## src/rtl/panda_lsu_pipe.sv

```systemverilog
// panda_lsu_pipe: single-outstanding load/store unit between the core and a
// req/gnt/rvalid data bus. Requests are captured once on acceptance and every
// memory-side output is driven from those captured registers.

package panda_pkg;
  // Access size requested by the core.
  typedef enum logic [1:0] {
    LsuByte = 2'b00,
    LsuHalf = 2'b01,
    LsuWord = 2'b10
  } lsu_width_e;
endpackage

module panda_lsu_pipe #(
  parameter int unsigned BUS_WIDTH      = 32,
  parameter int unsigned TIMEOUT_CYCLES = 255
) (
  input  logic                     clk_i,
  input  logic                     rst_i,
  // Core request side
  input  logic                     req_i,
  input  logic                     store_i,
  input  logic                     load_unsigned_i,
  input  panda_pkg::lsu_width_e    width_i,
  input  logic [31:0]              addr_i,
  input  logic [31:0]              store_data_i,
  output logic                     ready_o,
  // Core result side
  output logic                     done_o,
  output logic [31:0]              load_data_o,
  output logic                     misaligned_o,
  output logic                     bus_err_o,
  // Memory side
  output logic                     data_req_o,
  input  logic                     data_gnt_i,
  output logic [31:0]              data_addr_o,
  output logic                     data_we_o,
  output logic [BUS_WIDTH/8-1:0]   data_be_o,
  output logic [BUS_WIDTH-1:0]     data_wdata_o,
  input  logic                     data_rvalid_i,
  input  logic                     data_err_i,
  input  logic [BUS_WIDTH-1:0]     data_rdata_i
);

  localparam int unsigned NumBytes = BUS_WIDTH / 8;
  localparam int unsigned OffW     = $clog2(NumBytes);
  localparam int unsigned CntW     = (TIMEOUT_CYCLES > 0) ? $clog2(TIMEOUT_CYCLES + 1) : 1;
  localparam logic [CntW-1:0] TimeoutVal = CntW'(TIMEOUT_CYCLES);
  localparam bit TimeoutOn = (TIMEOUT_CYCLES != 0);

  localparam logic [1:0] IDLE        = 2'd0;
  localparam logic [1:0] WAIT_GNT    = 2'd1;
  localparam logic [1:0] WAIT_RVALID = 2'd2;

  logic [1:0]            state_q, state_d;
  logic [CntW-1:0]       cnt_q, cnt_d, cnt_inc;
  logic                  data_req_q, data_req_d;
  logic                  done_q, done_d;
  logic                  mis_q, mis_d;
  logic                  err_q, err_d;
  logic [31:0]           ldata_q, ldata_d;

  // Captured transaction
  logic [31:0]           addr_q;
  logic [OffW-1:0]       off_q;
  panda_pkg::lsu_width_e width_q;
  logic                  store_q;
  logic                  uns_q;
  logic [NumBytes-1:0]   be_q;
  logic [BUS_WIDTH-1:0]  wdata_q;

  // Values derived from the incoming request
  logic                  accept;
  logic                  misaligned_in;
  logic [OffW-1:0]       off_in;
  logic [NumBytes-1:0]   be_base;
  logic [NumBytes-1:0]   be_in;
  logic [BUS_WIDTH-1:0]  wdata_in;
  logic [31:0]           addr_in;

  // Values derived from the returning read data
  logic [31:0]           rd_lane;
  logic [31:0]           load_ext;
  logic                  timeout;

  assign ready_o = (state_q == IDLE);
  assign accept  = req_i && ready_o;
  assign off_in  = addr_i[OffW-1:0];
  assign addr_in = {addr_i[31:OffW], {OffW{1'b0}}};

  // Decode size of the incoming request: alignment, byte enables, replicated data.
  always_comb begin
    misaligned_in = 1'b0;
    be_base       = '0;
    wdata_in      = '0;
    case (width_i)
      panda_pkg::LsuByte: begin
        be_base  = NumBytes'(1);
        wdata_in = {NumBytes{store_data_i[7:0]}};
      end
      panda_pkg::LsuHalf: begin
        misaligned_in = addr_i[0];
        be_base       = NumBytes'(3);
        wdata_in      = {(NumBytes / 2){store_data_i[15:0]}};
      end
      default: begin
        misaligned_in = (addr_i[1:0] != 2'b00);
        be_base       = NumBytes'(15);
        wdata_in      = {(NumBytes / 4){store_data_i}};
      end
    endcase
    be_in = be_base << off_in;
  end

  // Select the addressed lane of the read data and extend it to 32 bits.
  always_comb begin
    rd_lane = 32'(data_rdata_i >> {off_q, 3'b000});
    case (width_q)
      panda_pkg::LsuByte:
        load_ext = uns_q ? {24'h0, rd_lane[7:0]} : {{24{rd_lane[7]}}, rd_lane[7:0]};
      panda_pkg::LsuHalf:
        load_ext = uns_q ? {16'h0, rd_lane[15:0]} : {{16{rd_lane[15]}}, rd_lane[15:0]};
      default:
        load_ext = rd_lane;
    endcase
  end

  assign cnt_inc = cnt_q + 1'b1;
  assign timeout = TimeoutOn && (cnt_inc == TimeoutVal);

  // FSM next state, wait counter and one-cycle result pulses.
  always_comb begin
    state_d    = state_q;
    cnt_d      = cnt_q;
    data_req_d = data_req_q;
    done_d     = 1'b0;
    mis_d      = 1'b0;
    err_d      = 1'b0;
    ldata_d    = ldata_q;
    case (state_q)
      IDLE: begin
        cnt_d = '0;
        if (accept) begin
          if (misaligned_in) begin
            // Rejected without touching the bus.
            done_d = 1'b1;
            mis_d  = 1'b1;
          end else begin
            state_d    = WAIT_GNT;
            data_req_d = 1'b1;
          end
        end
      end
      WAIT_GNT: begin
        cnt_d = cnt_inc;
        // Grant wins over rvalid and over an expiring timeout.
        if (data_gnt_i) begin
          state_d    = WAIT_RVALID;
          data_req_d = 1'b0;
          cnt_d      = '0;
        end else if (timeout) begin
          state_d    = IDLE;
          data_req_d = 1'b0;
          cnt_d      = '0;
          done_d     = 1'b1;
          err_d      = 1'b1;
          if (!store_q) ldata_d = '0;
        end
      end
      WAIT_RVALID: begin
        cnt_d = cnt_inc;
        if (data_rvalid_i) begin
          state_d = IDLE;
          cnt_d   = '0;
          done_d  = 1'b1;
          err_d   = data_err_i;
          if (!store_q) ldata_d = data_err_i ? 32'h0 : load_ext;
        end else if (timeout) begin
          state_d = IDLE;
          cnt_d   = '0;
          done_d  = 1'b1;
          err_d   = 1'b1;
          if (!store_q) ldata_d = '0;
        end
      end
      default: begin
        state_d    = IDLE;
        cnt_d      = '0;
        data_req_d = 1'b0;
      end
    endcase
  end

  // State and result registers; reset abandons any transaction silently.
  always_ff @(posedge clk_i) begin
    if (rst_i) begin
      state_q    <= IDLE;
      cnt_q      <= '0;
      data_req_q <= 1'b0;
      done_q     <= 1'b0;
      mis_q      <= 1'b0;
      err_q      <= 1'b0;
      ldata_q    <= '0;
    end else begin
      state_q    <= state_d;
      cnt_q      <= cnt_d;
      data_req_q <= data_req_d;
      done_q     <= done_d;
      mis_q      <= mis_d;
      err_q      <= err_d;
      ldata_q    <= ldata_d;
    end
  end

  // Request capture; these registers alone drive the memory-side outputs.
  always_ff @(posedge clk_i) begin
    if (rst_i) begin
      addr_q  <= '0;
      off_q   <= '0;
      width_q <= panda_pkg::LsuByte;
      store_q <= 1'b0;
      uns_q   <= 1'b0;
      be_q    <= '0;
      wdata_q <= '0;
    end else if (accept) begin
      addr_q  <= addr_in;
      off_q   <= off_in;
      width_q <= width_i;
      store_q <= store_i;
      uns_q   <= load_unsigned_i;
      be_q    <= be_in;
      wdata_q <= wdata_in;
    end
  end

  assign done_o       = done_q;
  assign misaligned_o = mis_q;
  assign bus_err_o    = err_q;
  assign load_data_o  = ldata_q;
  assign data_req_o   = data_req_q;
  assign data_addr_o  = addr_q;
  assign data_we_o    = store_q;
  assign data_be_o    = be_q;
  assign data_wdata_o = wdata_q;

endmodule

```

## config.mk

```make
export PLATFORM = sky130hd
export DESIGN_NAME = panda_lsu_pipe
export DESIGN_NICKNAME = d
export VERILOG_FILES = /design/src/rtl/panda_lsu_pipe.sv
export SDC_FILE = /design/constraint.sdc
export NUM_CORES = 1
export LEC_CHECK = 0
export CAP_MARGIN = 20
export CORE_AREA = 2 2 129 81
export CTS_CLUSTER_SIZE = 25
export DETAILED_ROUTE_END_ITERATION = 10
export DIE_AREA = 0 0 131 83
export DONT_BUFFER_PORTS = 1
export PLACE_DENSITY = 0.69
export SLEW_MARGIN = 20
export SYNTH_ARGS = -nofsm -noshare
export SYNTH_HDL_FRONTEND = slang
export SYNTH_SLANG_ARGS = --single-unit
```

## constraint.sdc

```tcl
create_clock -name clk_i -period 3 [get_ports clk_i]
set_input_delay 0.45 -clock clk_i [delete_from_list [all_inputs] [get_ports clk_i]]
set_output_delay 0.45 -clock clk_i [all_outputs]
set_load 0.02 [all_outputs]
```

==> metrics, run 1 <==
RSZ-0062 raised after global routing false; number of CTS-inserted buffers 17; Post-CTS Setup Bufs 0; maximum number of pins on one net before global-route repair 83; share of cells above drive strength 1 approximately 7.7%; DRT Wirelength around 14000 microns; Synth async-reset ratio 0%; DRC viols 0; vias per cell a little under 6; FF-to-FF setup slack 0.78 ns; crit path time final 2.225 ns; core area 9634 sq um; Crit Path Class reg2reg; dominant cell type by area after synthesis dfxtp_1; Syn Inst Count 631; fmax between 400 and 500 MHz; routed len/inst 17.83 microns; antenna violations before repair 0; fillers between 800 and 900; reg-to-reg endpoint load_data_o[29]; Worst Hold End data_we_o; Slew Limit Fails 0; layout overhead on the synthesized area 12.44%; top post-synthesis cells by area dfxtp_1 46%, nand2_1 11%, a21oi_1 6.5%, mux2i_1 6.4%, nor2_1 3.3%; gr ovfl total 0; share of the synthesized area in compound gates (AO/OA/AOI/OAI) 19.17%; Clk pin slew, worst setup/hold paths 0.06 ns; post-route ant nets 0; CTS tree done; worst endpoint required time 3.33 ns; post-synthesis mux area share 6.882%; clk root buf clkbuf_16; hold path depth 1; commonest non-fill, non-tap cell in the layout nand2_1; row count 28; Post-synth EDFFs 0; crit path capture type register; vias 4418; CP arrival roughly 2.6 ns; first-pass GRT wire length 21530 microns; CP Max Fanout 9; Iter 0 DRT Violations roughly 420; Netlist cell types ~50; worst-case clock skew 0.01071 ns; Placer Congestion 0.8907; Worst Reg2Reg Path Length in Cells 7; CTS resizes 0; max cap viols 0; placed wire-length estimate just under 10000 microns; total track usage around 25%; Final period util 74.16%; Die ar. 10870 sq um; status completed; synthesized area 5181 sq um; PortBufs 0; Synth Area in XOR/XNOR 1.352%; Worst R2R Start state_q[1]; Die X 131 microns; I/O pins about 210; Yosys top cell area share a little under half; mean post-synth cell area 8.211 sq um; crit-path cells inv_1, ha_1, and2_1, or4_1, nor2_8, nand2_1, nand3_1; Fin Setup TNS 0 ns; footprint of the multi-input gates between 2000 and 3000 sq um; Die Height about 83 microns; VDD IR max 411.3 uV; Syn. warnings 0; Worst Hold Class in2reg; max_slew headroom ~53%; Slew @ Worst Pin 0.7054 ns; largest family of logic cells by synthesized area simple AND/OR/NAND/NOR gates; Synth Area in Simple Gates between 20% and 30%; router iterations before antenna repair 5; number of global-route vias before repair 4302; final setup violation count 0; Nets ~720; Setup Slack @ Placement slightly below 0.8 ns; Cell Pwr Density 847.6 nW/um^2; post-cts hold buffer count 0; Clock Latency Late Sink between 0.4 and 0.5 ns; n_diodes 0; setup ws final 0.7753 ns; most used flip-flop cell after synthesis dfxtp_1; sequential fraction of the synthesis area a little under half; Hold Vio Cnt, Final 0; CP max stage delay 0.80 ns; adder-cell share of the synthesized area under 10%; Initial Utilization around 54%; most frequent cells in the layout 156 x nand2_1, 118 x dfxtp_1, 67 x a21oi_1; crit path launch type register; slowest stage cell on the critical path or4_1; FF/Latch Area between 2000 and 2500 sq um; Clock Sinks between 100 and 150; clock buffer depth 2; Hold Crit Start rst_i; #FFs+latches synth 118; Pleak ~2.2 nW; number of H-tree levels 4
==> power by group <==
part / total [mW] / switching, mW / internal [mW] / leakage, nW
Clock: 2.06 / 0.712 / 1.35 / 0.288
Combinational: 0.785 / 0.498 / 0.288 / 0.936
Sequential: 2.09 / 0.344 / 1.75 / 0.964
==> worst max path at each step <==
stage / startpoint / endpoint / slack (ns) / cells past startpoint
3_5_place_dp: state_q[1] / load_data_o[24] / 0.79 / 7
2_1_floorplan: state_q[1] / load_data_o[30] / 1.18 / 8
5_1_grt: state_q[1] / load_data_o[24] / 0.61 / 7
3_3_place_gp: state_q[1] / load_data_o[31] / 0.92 / 7
6_report: state_q[1] / load_data_o[29] / 0.78 / 7
4_1_cts: state_q[1] / load_data_o[24] / 0.78 / 7
==> Yosys cell counts (all sizes together), types with 2 or more instances <==
| cell type | number |
|---|---|
| buf | 25 |
| mux2 | 2 |
| nand3 | 12 |
| o21ai | 29 |
| nor3 | 11 |
| inv | 5 |
| o211ai | 10 |
| and2 | 3 |
| nand3b | 2 |
| dfxtp | 118 |
| mux2i | 33 |
| a311oi | 8 |
| xnor2 | 6 |
| ha | 6 |
| or4 | 2 |
| nand2 | 157 |
| a21oi | 67 |
| clkbuf | 22 |
| nor2 | 47 |
| a211oi | 12 |
| a32o | 7 |
| nand2b | 4 |
| a22o | 8 |
| xor2 | 2 |
| a211o | 7 |
| nor2b | 9 |
| or3 | 3 |
==> registers in the layout, summed over array words and instances (netlist names) <==
signal,count
misaligned_o,1
data_addr_o,30
data_we_o,1
data_wdata_o,32
cnt_q,8
width_q,2
uns_q,1
data_req_o,1
load_data_o,32
bus_err_o,1
data_be_o,4
state_q,2
off_q,2
done_o,1
==> worst max-delay path: cells and delay by family, from the launching register on <==
kind / cells / cell delay [ns]
DFF: 1 / 0.39
buffers and inverters: 1 / 0.10
and+or+nand+nor: 5 / 1.42
adders and majority gates: 1 / 0.24
==> stage by stage <==
step | util, % | std cells | total power [mW] | hold WS, ns | cell area [sq um]
after floorplan | - | 632 | 2.744 | 0.4297 | 5185
after global placement | 54.14 | 727 | 2.867 | 0.4429 | 5216
after detailed placement | 54.14 | 727 | 2.905 | 0.4590 | 5216
after CTS | 60.47 | 759 | 4.971 | 0.1024 | 5826
after global routing | 60.47 | 759 | 5.174 | 0.09692 | 5826
final | 60.47 | 759 | 4.938 | 0.1135 | 5826
==> per-layer routing <==
layer | wire [microns] | vias up | global-route usage, %
li1 | - | 2139 | -
met1 | 5847 | 2046 | 32.31
met2 | 6011 | 214 | 38.25
met3 | 1459 | 19 | 9.085
met4 | 216 | 0 | 8.801
met5 | 0 | - | 0
==> final cells by class <==
class	count	area share [%]
clock buffer	20	7.839
clock inverter	12	2.620
inverter	5	0.3222
multi-input combinational	462	44.65
sequential	118	40.55
tap	135	2.899
timing repair buffer	7	1.117
==> cell families after synthesis <==
logic type	count (synthesis)
simple gates	255
compound gates	156
flops	118
buf+inv	52
mux	35
xor+xnor	8
fa+ha+maj	6
other cells	1
Power figures use the tool's default switching activity.
==> inputs of run 2 (changes only) <==
- clock period: 3 -> 2.1 ns (I/O delays scaled with it)
==> run 2 against run 1 <==
Against the previous run:
- maximum frequency rose by 14%
- count of clock-buffer cells in the layout did not move
- die area did not move
- routed wire length rose by 4.5%
- register-to-register slack got worse by 0.63 ns
- combinational power rose by 57%
- clock skew fell by 0.0024 ns
- clock power rose by 53%
- critical path type unchanged
- critical endpoint is now load_data_o[30]
==> metrics, run 2 (same netlist as run 1, synthesis figures left out) <==
crit path time final 1.955 ns (-0.2696 ns); DRT Wirelength 14140 microns (+4.5%); Cell Pwr Density 1235 nW/um^2 (+46%); Pleak 2.259 nW (+3.3%); Clock Latency Late Sink 0.40 ns (about the same); Worst Hold Class in2reg; setup ws final 0.1449 ns (-0.6304 ns); crit path to load_data_o[30]; Nets 730 (+0.97%); gr ovfl total 0 (unchanged); Fin Setup TNS 0 ns (unchanged); FF-to-FF setup slack 0.14 ns (-0.63 ns); Setup Slack @ Placement 0.08784 ns (-0.7068 ns); worst endpoint required time 2.43 ns (-0.90 ns); Slew Limit Fails 0 (unchanged); n_diodes 0 (unchanged); status completed; clock buffer depth 2 (unchanged); hold slack 0.04014 ns (-0.07333 ns); Sw Ratio 30.30% (-1.2 points); CP arrival 2.29 ns (-0.27 ns); Worst Reg2Reg Path Length in Cells 8 (+1); placed wire-length estimate 9934 microns (+2.6%); Switching Power 2.236 mW (+44%); M1 GR Usage 34.30% (+2.0 points); Die X 131 microns (unchanged); fmax 511.5 MHz (+14%); CTS tree done; crit path capture type register; vias per cell 5.873 (+0.89%); maximum number of pins on one net before global-route repair 76 (-8.4%); GR peak layer met2; Iter 0 DRT Violations 309 (-27%); PortBufs 0 (unchanged); max cap viols 0 (unchanged); Clk pin slew, worst setup/hold paths 0.05 ns (about the same); crit path launch type register; Seq pwr share 40.5% (-1.9 points); Initial Utilization 53.78% (unchanged); max_slew headroom 61.74% (+8.8 points); RSZ-0062 raised after global routing false; total track usage 26.00% (+1.1 points); routed len/inst 18.53 microns (+3.9%); final instance area 5976 sq um (+2.6%); Die Height 83 microns (unchanged); final setup violation count 0 (unchanged); core area 9634 sq um (unchanged); Combinational Power Share 16.7% (+0.8 points); Worst R2R Start state_q[0]; internal power 5.143 mW (+52%); Crit Path Class reg2reg; Placer Congestion 0.9155 (+2.8%); clock network fraction of total power 42.8% (+1.1 points); most frequent cells in the layout 156 x nand2_1, 117 x dfxtp_1, 67 x a21oi_1; Clock Sinks 118 (unchanged); CP startpoint state_q[0]; reg-to-reg endpoint load_data_o[30]; number of H-tree levels 4 (unchanged); met3 usage 10.82% (+1.7 points); row count 28 (unchanged); post-route ant nets 0 (unchanged); I/O pins 212 (unchanged); vias 4481 (+1.4%); clk root buf clkbuf_16; Hold Vio Cnt, Final 0 (unchanged); DRC viols 0 (unchanged); VDD IR max 752.4 uV (+83%); Final period util 93.10% (+19 points); number of CTS-inserted buffers 17 (unchanged); layout overhead on the synthesized area 15.33%; Die ar. 10870 sq um (unchanged); Slew @ Worst Pin 0.5727 ns (-0.1327 ns); share of cells above drive strength 1 8.758% (+1.1 points); antenna violations before repair 0 (unchanged); global-route met2 utilization 38.20% (-0.047 points); CP Max Fanout 9 (unchanged); router iterations before antenna repair 5 (unchanged); number of global-route vias before repair 4338 (+0.84%); worst-case clock skew 0.008288 ns (-0.002422 ns); overall power 7.379 mW (+49%); Post-DP Area 5279 sq um (+1.2%); commonest non-fill, non-tap cell in the layout nand2_1; first-pass GRT wire length 22190 microns (+3.1%)
run 2: cell count changes in the layout (fill, tap and decap cells not counted), moves of 2 or more:
cell        previous run  this run
bufinv_16              3         5
ha_1                   6         4
buf_12                 1         3
buf_4                  6         9
clkinv_4               2         0
clkinvlp_4             4         2
ha_2                   0         2
run 2: power groups by stage:
stage / Clock, mW / Sequential, mW / Combinational, mW
2_1_floorplan: 0 / 2.95 / 0.967
3_3_place_gp: 0 / 3.02 / 1.13
3_5_place_dp: 0 / 3.03 / 1.18
4_1_cts: 3.19 / 2.99 / 1.22
5_1_grt: 3.30 / 3.02 / 1.40
6_report: 3.16 / 2.99 / 1.23
run 2: timing repair:
item | CTS | global route
resized for setup | 0 | 4
hold buffers | 2 | 0
buffers inserted | 0 | 0
endpoints found under the hold margin | 75 | 0
setup endpoints to repair | 0 | 16
run 2: stage by stage:
stage / instances / util, %
2_1_floorplan: 632 / -
5_1_grt: 763 / 62.03
3_3_place_gp: 732 / 54.79
6_report: 763 / 62.03
4_1_cts: 763 / 61.84
3_5_place_dp: 732 / 54.79
run 2: worst min path at each step:
stage | start | to | slack [ns] | cells after the start
finish | addr_i[27] | data_addr_o[27] | 0.04 | 2
global route | addr_i[17] | data_addr_o[17] | 0.03 | 2
CTS | data_rdata_i[31] | load_data_o[31] | 0.03 | 2
detailed placement | rst_i | state_q[0] | 0.39 | 1
global placement | rst_i | data_we_o | 0.39 | 1
floorplan | cnt_q[0] | cnt_q[0] | 0.43 | 1
run 2: layout make-up:
class / count / area [sq um]
clock buffer: 20 / 466.7
clock inverter: 9 / 175.2
fill: 826 / 3659
inverter: 5 / 18.77
multi-input combinational: 462 / 2618
sequential: 118 / 2364
tap: 135 / 168.9
timing repair buffer: 14 / 165.2
run 2: routing by layer:
metal / up-vias / share of wire, %
met5: - / 0
met4: 0 / 1.3
met3: 16 / 10
met2: 211 / 44
met1: 2104 / 44
li1: 2150 / -
run 2: worst max-delay path, stage by stage, from the launching register on:
cell and delay (ns):
dfxtp_1 0.34, inv_1 0.10, ha_2 0.26, nand4bb_1 0.17, or4_1 0.50, buf_4 0.21
nor2_8 0.14, nand2_1 0.07, nand3_1 0.09
==> inputs of run 3 (changes only) <==
- ABC_CLOCK_PERIOD_IN_PS: unset -> 2100
==> results of run 3 <==
No change in the layout: final DEF, timing and power equal those of run 2.
